[src/rtl/ifetch_32_pkg.sv]
// Shared definitions for the instruction fetch stage: FSM encodings and the
// reset-time instruction constant.
package ifetch_32_pkg;

    // Fetch FSM states; encodings are fixed so other blocks and the bench can decode them.
    typedef enum logic [1:0] {
        ST_ADDR  = 2'd0,
        ST_REQ   = 2'd1,
        ST_VALID = 2'd2,
        ST_ERR   = 2'd3
    } fetch_state_t;

    // MIPS sll $0,$0,0: the canonical nop.
    localparam logic [31:0] NOP_INST = 32'h0000_0000;

    // True when a byte address is not word aligned.
    function automatic logic misaligned(input logic [31:0] a);
        return a[1:0] != 2'b00;
    endfunction

endpackage

[src/rtl/ifetch_32_wait_timer.sv]
// Up-counting wait timer: cleared by clr, advanced by en, flags the last
// permitted cycle (count == LIMIT-1). The owner leaves the wait state on
// expiry, so the count never wraps.
module wait_timer #(
    parameter int LIMIT = 15
) (
    input  logic clk,
    input  logic reset,
    input  logic clr,
    input  logic en,
    output logic expired
);
    localparam int CW = $clog2(LIMIT + 1);

    logic [CW-1:0] cnt;

    // Counter register: synchronous active-low reset, clear has priority over count.
    always_ff @(posedge clk) begin
        if (!reset)
            cnt <= '0;
        else if (clr)
            cnt <= '0;
        else if (en)
            cnt <= cnt + 1'b1;
    end

    assign expired = (cnt == CW'(LIMIT - 1));

endmodule

[src/rtl/ifetch_32.sv]
// Instruction fetch stage: issues one word read per PC over a req/ack
// handshake, holds the fetched word until decode consumes it, and stalls the
// PC until then. Misaligned PCs and ack timeouts park the FSM in a sticky
// error state that only reset clears.
module ifetch_32
    import ifetch_32_pkg::*;
#(
    parameter int          TIMEOUT    = 15,
    parameter logic [31:0] RESET_INST = NOP_INST
) (
    input  logic        clk,
    input  logic        reset,
    input  logic [31:0] pc_addr,
    output logic        imem_req,
    output logic [31:0] imem_addr,
    input  logic        imem_ack,
    input  logic [31:0] imem_rdata,
    input  logic        consume,
    output logic [31:0] inst,
    output logic        inst_valid,
    output logic        stall,
    output logic        fetch_err
);
    fetch_state_t state, state_nx;
    logic         tmr_clr, tmr_en, tmr_expired;

    // Counts REQ cycles without ack; cleared while sitting in ADDR.
    wait_timer #(.LIMIT(TIMEOUT)) u_timer (
        .clk     (clk),
        .reset   (reset),
        .clr     (tmr_clr),
        .en      (tmr_en),
        .expired (tmr_expired)
    );

    // State register.
    always_ff @(posedge clk) begin
        if (!reset)
            state <= ST_ADDR;
        else
            state <= state_nx;
    end

    // Next-state and timer control. An ack on the last allowed cycle wins over the timeout.
    always_comb begin
        state_nx = state;
        tmr_clr  = 1'b0;
        tmr_en   = 1'b0;
        case (state)
            ST_ADDR: begin
                tmr_clr  = 1'b1;
                state_nx = misaligned(pc_addr) ? ST_ERR : ST_REQ;
            end
            ST_REQ: begin
                if (imem_ack)
                    state_nx = ST_VALID;
                else if (tmr_expired)
                    state_nx = ST_ERR;
                else
                    tmr_en = 1'b1;
            end
            ST_VALID: begin
                if (consume)
                    state_nx = ST_ADDR;
            end
            ST_ERR:  state_nx = ST_ERR;
            default: state_nx = ST_ADDR;
        endcase
    end

    // Datapath: latch the request address in ADDR and the read data on ack in REQ only.
    always_ff @(posedge clk) begin
        if (!reset) begin
            imem_addr <= '0;
            inst      <= RESET_INST;
        end else begin
            if (state == ST_ADDR && !misaligned(pc_addr))
                imem_addr <= pc_addr;
            if (state == ST_REQ && imem_ack)
                inst <= imem_rdata;
        end
    end

    // Handshake and status outputs come from registered state; stall alone follows consume.
    assign imem_req   = (state == ST_REQ);
    assign inst_valid = (state == ST_VALID);
    assign fetch_err  = (state == ST_ERR);
    assign stall      = ~((state == ST_VALID) & consume);

endmodule
[config.mk]
export PLATFORM = sky130hd
export DESIGN_NAME = ifetch_32
export DESIGN_NICKNAME = d
export VERILOG_FILES = /design/src/rtl/ifetch_32_pkg.sv /design/src/rtl/ifetch_32_wait_timer.sv /design/src/rtl/ifetch_32.sv
export SDC_FILE = /design/constraint.sdc
export NUM_CORES = 1
export LEC_CHECK = 0
export BUFFER_PORTS_ARGS = -buffer_cell sky130_fd_sc_hd__buf_2
export CORE_MARGIN = 2
export CORE_UTILIZATION = 40
export CTS_CLUSTER_SIZE = 8
export DETAILED_ROUTE_END_ITERATION = 7
export GPL_TIMING_DRIVEN = 0
export PLACE_DENSITY = 0.71
export SLEW_MARGIN = 20
export SYNTH_ARGS = -nofsm -noshare
export SYNTH_HDL_FRONTEND = slang
export SYNTH_SLANG_ARGS = --single-unit
[constraint.sdc]
create_clock -name clk -period 1.6 [get_ports clk]
set_input_delay 0 -clock clk [delete_from_list [all_inputs] [get_ports clk]]
set_output_delay 0 -clock clk [all_outputs]
set_load 0.01 [all_outputs]
# Word-level counts from Yosys, hierarchy flattened
# Cells that the tools add are included.
[word_totals]
regBits = 70
inputBits = 68
output_inout_bits = 68
elab_cells = 30
[op_classes]
addsub = 1
eq_ne = 6
n_mux = 9
bitwise = 3
reduce_logical = 7
[op_table]
columns = ["operator", "count"]
rows = [
  ["2-bit 2-to-1 mux", 4],
  ["2-bit one-hot mux with 4 select lines", 1],
  ["4-bit by 1-bit adder with 4-bit output, second input constant", 1],
  ["2-bit equality test, second input constant", 2],
  ["4-bit equality test, second input constant", 1],
  ["1-bit 2-to-1 mux", 4],
  ["3-bit by 1-bit inequality test with 1-bit output, second input constant", 1],
  ["2-bit by 1-bit equality test with 1-bit output, second input constant", 1],
  ["1-bit logical AND", 2],
  ["2-bit logical NOT", 1],
  ["2-bit inequality test, second input constant", 1],
  ["1-bit inverter", 2],
  ["2-bit AND reduction", 1],
  ["2-bit nonzero test", 1],
  ["2-bit OR reduction", 1],
  ["1-bit bitwise AND", 1],
  ["1-bit logical NOT", 1],
]

# Longest topological paths before layout
# Gate-level depths: netlist of run 1.
[logic_depth]
depth_word = 4
ltp_mapped = 6
mapped_depth_nobuf = 5

# Hierarchy
# Synthesis of run 1 repeated with hierarchy kept, for this count alone.
[hier_totals]
cells_unflattened = 306
area_unflattened_um2 = 2841.5
[by_module_without_submodules]
columns = ["mod", "instances", "cells_each", "area_per_inst_um2", "seq_area_each_um2"]
rows = [
  ["ifetch_32", 1, 286, 2641.3, 1321.3],
  ["wait_timer", 1, 20, 200.2, 80.1],
]

# Worst setup path before layout of run 1
# No wires, ideal clock.
[synth_timing]
kind = "register -> register"
from = "register state[0]"
to = "register imem_addr[0]"
setup_ns = 0.116
arrival_ns = 1.320
t_required_ns = 1.484
path_slack_ns = 0.165
path_stages_with_launch = 6
path_buffers = 3
period_less_slack_ns = 1.435
path_cell_list = "dfxtp_1 buf_6 or4_4 buf_6 buf_6 and3_1"
[synth_via]
elab_chain_len = 2
[synth_rtl]
columns = ["element", "line_no", "rtl"]
rows = [
  ["from (decl)", "ifetch_32.sv:24", "fetch_state_t state, state_nx;"],
  ["from (signal assigned)", "ifetch_32.sv:41", "state <= state_nx;"],
  ["2-bit logical NOT", "ifetch_32.sv:77", "if (state == ST_ADDR && !misaligned(pc_addr))"],
  ["1-bit logical AND", "ifetch_32.sv:77", ""],
  ["to (signal assigned)", "ifetch_32.sv:78", "imem_addr <= pc_addr;"],
  ["to (decl)", "ifetch_32.sv:15", "output logic [31:0] imem_addr,"],
]
# Every way passes these cells.
# A chain may end at the register's enable or synchronous reset.

# Final worst setup path of run 1
[layout_timing]
from = "register state[0]"
to = "register imem_addr[7]"
# The elaborated chain is that of the path after synthesis.

==> run metrics, run 1 <==
outcome finished clean; antenna violations before repair 0; Final Hold Violating Endpoints 0; hold depth 3; Crit path buffers/inverters 3; EDFF count, synth 0; Setup WS pre-CTS approximately 0.018 ns; CTS Sinks 70; reg-to-reg endpoint imem_addr[7]; total gr overflow 0; total global-route track usage about a fifth; max incr delay on CP 0.51 ns; setup_tns 0 ns; min Tclk post-route 1.519 ns; final WL around 7.8 mm; Max VDD drop about 0.54 mV; first-pass GRT wire length ~12 mm; Hold Path End state[1]; initial core utilization 41.94%; chip height 86.29 um; Worst-Skew Late Latency 0.34 ns; Slew Viols, Final 0; clock slew seen by the registers of the worst setup and hold paths 0.08 ns; largest net degree at the start of global routing 14; H-tree depth 3; number of primary I/O pins about 140; Mapped Nets between 300 and 400; total CTS buffers 9; DRT iter0 DRCs 44; Post-Syn Area per Cell 8.572 um2; Top FF cell, synth dfxtp_1; layout cells sized above 1 32.26%; worst r2r src state[0]; PD cells 909.8 mW/mm2; reg2reg path depth 6; #FFs+latches synth 70; Arrival @ worst endpoint around 1.8 ns; gpl congestion 0.7294; DRC Markers 0; Worst setup SP type register; Core Box Area approximately 0.0065 mm2; cell mode on critical path buf_6; post-route insts no fill 607; Clock Tree Buf Depth 2; Syn Inst Count about 320; sequential element share of the synthesized area 51.73%; Fmax 658.2 MHz; min-delay src consume; WS Path Type reg2reg; Die Span X 86.29 um; drt pass-1 iters 4; critical path's slowest cell or4_4; Via density between 4 and 5; Area Overhead vs Synth 60.18%; reg2reg setup slack 0.08 ns; slew margin rel. just under 70%; post-route clock period utilization 94.96%; number of global-route vias before repair 2776; CP required 1.83 ns; CTS root buf clkbuf_8; Routed WL per cell approximately 13 um; nets roughly 600; Critical Path Sink Type register; # rows 29; mapped cell area 0.002709 mm2; Worst Hold Margin 0.02702 ns; Distinct cells, synth 28; Static Leak 1.998 nW; CTS tree yes; CP top delay family simple AND/OR/NAND/NOR gates; crit-path cells buf_6 > or4_4 > buf_6 > buf_2 > nand2_1 > a21boi_1; # setup viols final 0; RSZ-0062 raised after global routing false; Hold Path Class in2reg; IO Port Bufs 135; antenna-violating nets left 0; worst setup margin a little over 0.08 ns; Layout fillers 540; CP Max Fanout 10; vias 2826; clk_skew 0.01028 ns; Max Cap Violations 0; post-synthesis async set-or-reset flop share 0%; Syn. warnings 0; # diodes 0; fin util 67.18%; DP HPWL a little over 5 mm; DIE AREA 0.007446 mm2; Least-Margin Pin Slew 0.4599 ns; Placed Cells 528
cells in the mapped netlist, types with 2 or more instances:
| master | n | share of area, % |
|---|---|---|
| a311oi_1 | 2 | 0.65 |
| nand3_1 | 3 | 0.55 |
| and3_1 | 4 | 0.92 |
| inv_1 | 4 | 0.55 |
| o21a_1 | 2 | 0.55 |
| clkbuf_1 | 11 | 1.5 |
| nand2_1 | 126 | 17 |
| buf_6 | 3 | 1.2 |
| nand2b_1 | 2 | 0.46 |
| dfxtp_1 | 70 | 52 |
| a21boi_1 | 20 | 5.5 |
| a21oi_1 | 2 | 0.37 |
| buf_2 | 9 | 1.7 |
| a21boi_0 | 42 | 12 |
| ha_1 | 2 | 0.92 |
| nor2_1 | 2 | 0.28 |
sequential cells by signal, summed over array words and instances, names as in the netlist:
| register | count |
|---|---|
| inst | 32 |
| state | 2 |
| u_timer.cnt | 4 |
| imem_addr | 32 |
cells in the final DEF, fill, tap and decap left out, types with 3 or more instances in the layout:
cell and n:
buf_4 3, buf_2 141, and3_1 4, clkbuf_2 3
inv_1 4, clkbuf_8 10, clkbuf_1 7, buf_6 3
nand3_1 3, dfxtp_1 70, a21boi_0 42, dlygate4sd3_1 62
nand2_1 126, a21boi_1 20
cell type report:
type / instances / area (um2) / share of cell area, %
Buffer: 22 / 127.6 / 2.941
Inverter: 4 / 15.01 / 0.3460
Multi-Input combinational cell: 219 / 1181 / 27.22
Clock buffer: 10 / 137.6 / 3.172
Sequential cell: 70 / 1401 / 32.30
Clock inverter: 6 / 68.82 / 1.586
Timing Repair Buffer: 199 / 1311 / 30.22
Tap cell: 77 / 96.34 / 2.220
cells by family (layout without fill, tap and decap cells):
| kind of cell | Yosys count | count (layout) | share of synthesized area [%] |
|---|---|---|---|
| compound gates | 73 | 73 | 20.14 |
| fa+ha+maj | 2 | 2 | 0.9236 |
| buf+inv | 27 | 241 | 4.988 |
| flops | 70 | 70 | 51.73 |
| mux | 1 | 1 | 0.3695 |
| simple gates | 143 | 143 | 21.85 |
through the flow:
stage,power (W),area (um2)
3_5_place_dp,0.002394,3481
2_1_floorplan,0.002168,2709
4_1_cts,0.003960,4308
3_3_place_gp,0.002386,3481
6_report,0.003948,4339
5_1_grt,0.004127,4339
power breakdown:
group | total (W) | leakage [nW] | switching (W) | internal (W)
Sequential | 0.00186 | 0.569 | 0.0000383 | 0.00182
Combinational | 0.000630 | 1.33 | 0.000297 | 0.000333
Clock | 0.00146 | 0.103 | 0.000688 | 0.000770
routing by layer:
layer | vias up | GRT usage (%) | wire length [um] | part of all wire (%)
met1 | 1260 | 23.71 | 3268 | 42
met3 | 16 | 4.952 | 524 | 6.8
li1 | 1447 | - | - | -
met2 | 103 | 37.84 | 3790 | 49
met5 | - | 0 | 0 | 0
met4 | 0 | 9.233 | 168 | 2.2
worst max path at each step:
stage,start,endpoint,slack (ns),cells past startpoint
2_1_floorplan,state[0],imem_addr[0],0.16,5
6_report,state[0],imem_addr[7],0.08,6
3_5_place_dp,state[1],inst[19],0.02,5
3_3_place_gp,state[0],imem_addr[21],0.11,6
5_1_grt,state[0],imem_addr[14],0.009,6
4_1_cts,state[1],inst[23],0.02,5
repair_timing:
| item | 4_1_cts | 5_1_grt |
|---|---|---|
| setup endpoints to repair | 0 | 38 |
| endpoints found under the hold margin | 62 | 0 |
| resized for setup | 0 | 11 |
| buffers inserted | 0 | 2 |
| hold buffers | 62 | 0 |
worst register-to-register path, delay by kind of cell, from the launching register on:
family / cells / cell delay [ns]
simple gates: 2 / 0.59
buf+inv: 3 / 0.45
flops: 1 / 0.31
compound gates: 1 / 0.06
Power figures use the tool's default switching activity.
==> run 2, diff against run 1 <==
--- a/config.mk
+++ b/config.mk
@@ -6,6 +6,7 @@
 export NUM_CORES = 1
 export LEC_CHECK = 0
 export BUFFER_PORTS_ARGS = -buffer_cell sky130_fd_sc_hd__buf_2
+export CORE_ASPECT_RATIO = 2
 export CORE_MARGIN = 2
 export CORE_UTILIZATION = 40
 export CTS_CLUSTER_SIZE = 8
==> run 2 against run 1 <==
Sequential power is essentially flat; non-clock buffer count unchanged; setup slack improved by 0.015 ns; clock power increased by 23%; first-iteration DRC count grew to 2.6 times the previous value; power up 8.6%; register-to-register slack about the same; die area up 0.54%; largest power group unchanged.
==> run metrics, run 2 (same netlist as run 1, synthesis figures left out) <==
CP required 1.82 ns (about the same); DRT iter0 DRCs 115 (+160%); DRC Markers 0 (unchanged); Internal 0.003281 W (+12%); largest net degree at the start of global routing 11 (-3); number of primary I/O pins 136 (unchanged); clock slew seen by the registers of the worst setup and hold paths 0.05 ns (-0.03 ns); # setup viols final 0 (unchanged); total gr overflow 0 (unchanged); IO Port Bufs 135 (unchanged); Fmax 664.6 MHz (+0.98%); Via density 4.660 (about the same); Setup WS pre-CTS -0.05570 ns (-0.07325 ns); total global-route track usage 21.83% (+0.77 points); CTS tree yes; post-route clock period utilization 94.04% (-0.93 points); reg-to-reg endpoint imem_addr[23]; Core Box Area 0.006569 mm2 (+1.7%); PD cells 971.8 mW/mm2 (+6.8%); Largest regs imem_addr x32, inst x32, u_timer.cnt x4; Worst setup SP type register; commonest cells after routing, fill and taps aside 141 x buf_2, 126 x nand2_1, 70 x dfxtp_1, 62 x dlygate4sd3_1, 42 x a21boi_0; CTS root buf clkbuf_16; H-tree depth 3 (unchanged); drt pass-1 iters 4 (unchanged); Routed WL per cell 13.11 um (+2.6%); Clock Tree Buf Depth 2 (unchanged); Arrival @ worst endpoint 1.72 ns (-0.03 ns); first-pass GRT wire length 12.90 mm (+3.7%); Max Cap Violations 0 (unchanged); commonest non-fill, non-tap cell in the layout buf_2; # diodes 0 (unchanged); register share of total power 43.5% (-3.6 points); Clock power frac 41.8% (+4.9 points); Die Span X 62.19 um (-28%); min Tclk post-route 1.505 ns (-0.01480 ns); WS Path Type reg2reg; chip height 120.4 um (+40%); critical path's slowest cell or4_4; Hold Path End state[1]; Static Leak 2.025 nW (+1.4%); Least-Margin Pin Slew 0.4667 ns (+0.006806 ns); min-delay src consume; number of global-route vias before repair 2956 (+6.5%); P_sw 0.001006 W (-1.7%); final WL 8.086 mm (+4.3%); Hold Path Class in2reg; antenna violations before repair 0 (unchanged); RSZ-0062 raised after global routing false; antenna-violating nets left 0 (unchanged); DP HPWL 5.361 mm (+6.7%); clk_skew 0.002057 ns (-0.008222 ns); Area Overhead vs Synth 62.86%; Worst-Skew Late Latency 0.32 ns (-0.02 ns); max incr delay on CP 0.50 ns (about the same); gpl congestion 0.7662 (+5.0%); cell mode on critical path buf_6; hold depth 3 (unchanged); nets 595 (unchanged); setup_tns 0 ns (unchanged); Final Hold Violating Endpoints 0 (unchanged); reg2reg setup slack 0.1 ns (about the same); layout cells sized above 1 31.57% (-0.70 points); Critical Path Sink Type register; slew margin rel. 68.75% (-0.46 points); total CTS buffers 9 (unchanged); Max VDD drop 0.7784 mV (+44%); worst r2r src state[0]; Sw Share 23.46% (-2.5 points); crit-path cells buf_6 > or4_4 > buf_6 > buf_2 > nand2_1 > a21boi_1; vias 2875 (+1.7%); DIE AREA 0.007486 mm2 (+0.54%); CP Max Fanout 10 (unchanged); reg2reg path depth 6 (unchanged); Slew Viols, Final 0 (unchanged); initial core utilization 41.24% (-0.70 points); combinational share of power 14.7% (-1.3 points); # rows 42 (+45%); CTS Sinks 70 (unchanged); worst setup margin 0.09541 ns (+0.01480 ns); outcome finished clean
-- run 2: changes by cell type in the layout (fill, tap and decap cells not counted), moves of 2 or more --
cell       before  now
clkbuf_1        7   10
clkbuf_16       0    9
clkbuf_2        3    1
clkbuf_4        2    5
clkbuf_8       10    2
clkinv_4        2    0
-- run 2: worst max path at each step --
| stage | slack, ns | to | startpoint |
|---|---|---|---|
| after global routing | 0.002 | imem_addr[29] | state[1] |
| after global placement | 0.04 | inst[29] | state[1] |
| final | 0.1 | imem_addr[23] | state[0] |
| after floorplan | 0.16 | imem_addr[0] | state[0] |
| after detailed placement | -0.06 | inst[13] | state[1] |
| after CTS | 0.009 | inst[13] | state[1] |
-- run 2: power by group through the flow --
stage / combinational, W / sequential, W / clock, W
final: 0.000631 / 0.00187 / 0.00179
after global routing: 0.000694 / 0.00187 / 0.00188
after CTS: 0.000618 / 0.00187 / 0.00182
after detailed placement: 0.000500 / 0.00190 / 0
after global placement: 0.000492 / 0.00190 / 0
after floorplan: 0.000236 / 0.00193 / 0
-- run 2: what timing repair did --
item	CTS	global route
hold buffers	62	0
endpoints found under the hold margin	62	0
setup endpoints to repair	10	28
setup buffers	0	2
gates resized for setup	3	7
-- run 2: routing by layer --
layer,global-route usage [%],up-vias,wire length [um]
met5,0,-,0
met4,14.44,0,385
met3,4.651,32,387
met2,43.14,98,4469
met1,19.10,1302,2844
li1,-,1443,-
-- run 2: cell type report --
cell class | instances | area (um2)
sequential | 70 | 1401
clock buffer | 14 | 264.0
tap | 88 | 110.1
buffer | 22 | 132.6
clock inverter | 1 | 5.005
inverter | 4 | 15.01
multi-input combinational | 219 | 1172
timing repair buffer | 199 | 1311
fill | 540 | 2157
-- run 2: per-stage QoR --
step	util [%]	power [W]	cells	instance area (um2)	hold WS, ns
floorplan	-	0.002168	316	2709	0.06610
global placement	53.20	0.002389	539	3495	0.2415
detailed placement	53.20	0.002401	539	3495	0.2483
CTS	66.80	0.004306	616	4388	0.02581
global route	67.16	0.004448	617	4412	0.04287
finish	67.16	0.004287	617	4412	0.02682
-- run 2: worst max-delay path, delay by kind of cell (launching register included) --
family	cells	cell delay, ns
simple gates	2	0.59
buf+inv	3	0.45
flops	1	0.30
compound gates	1	0.06
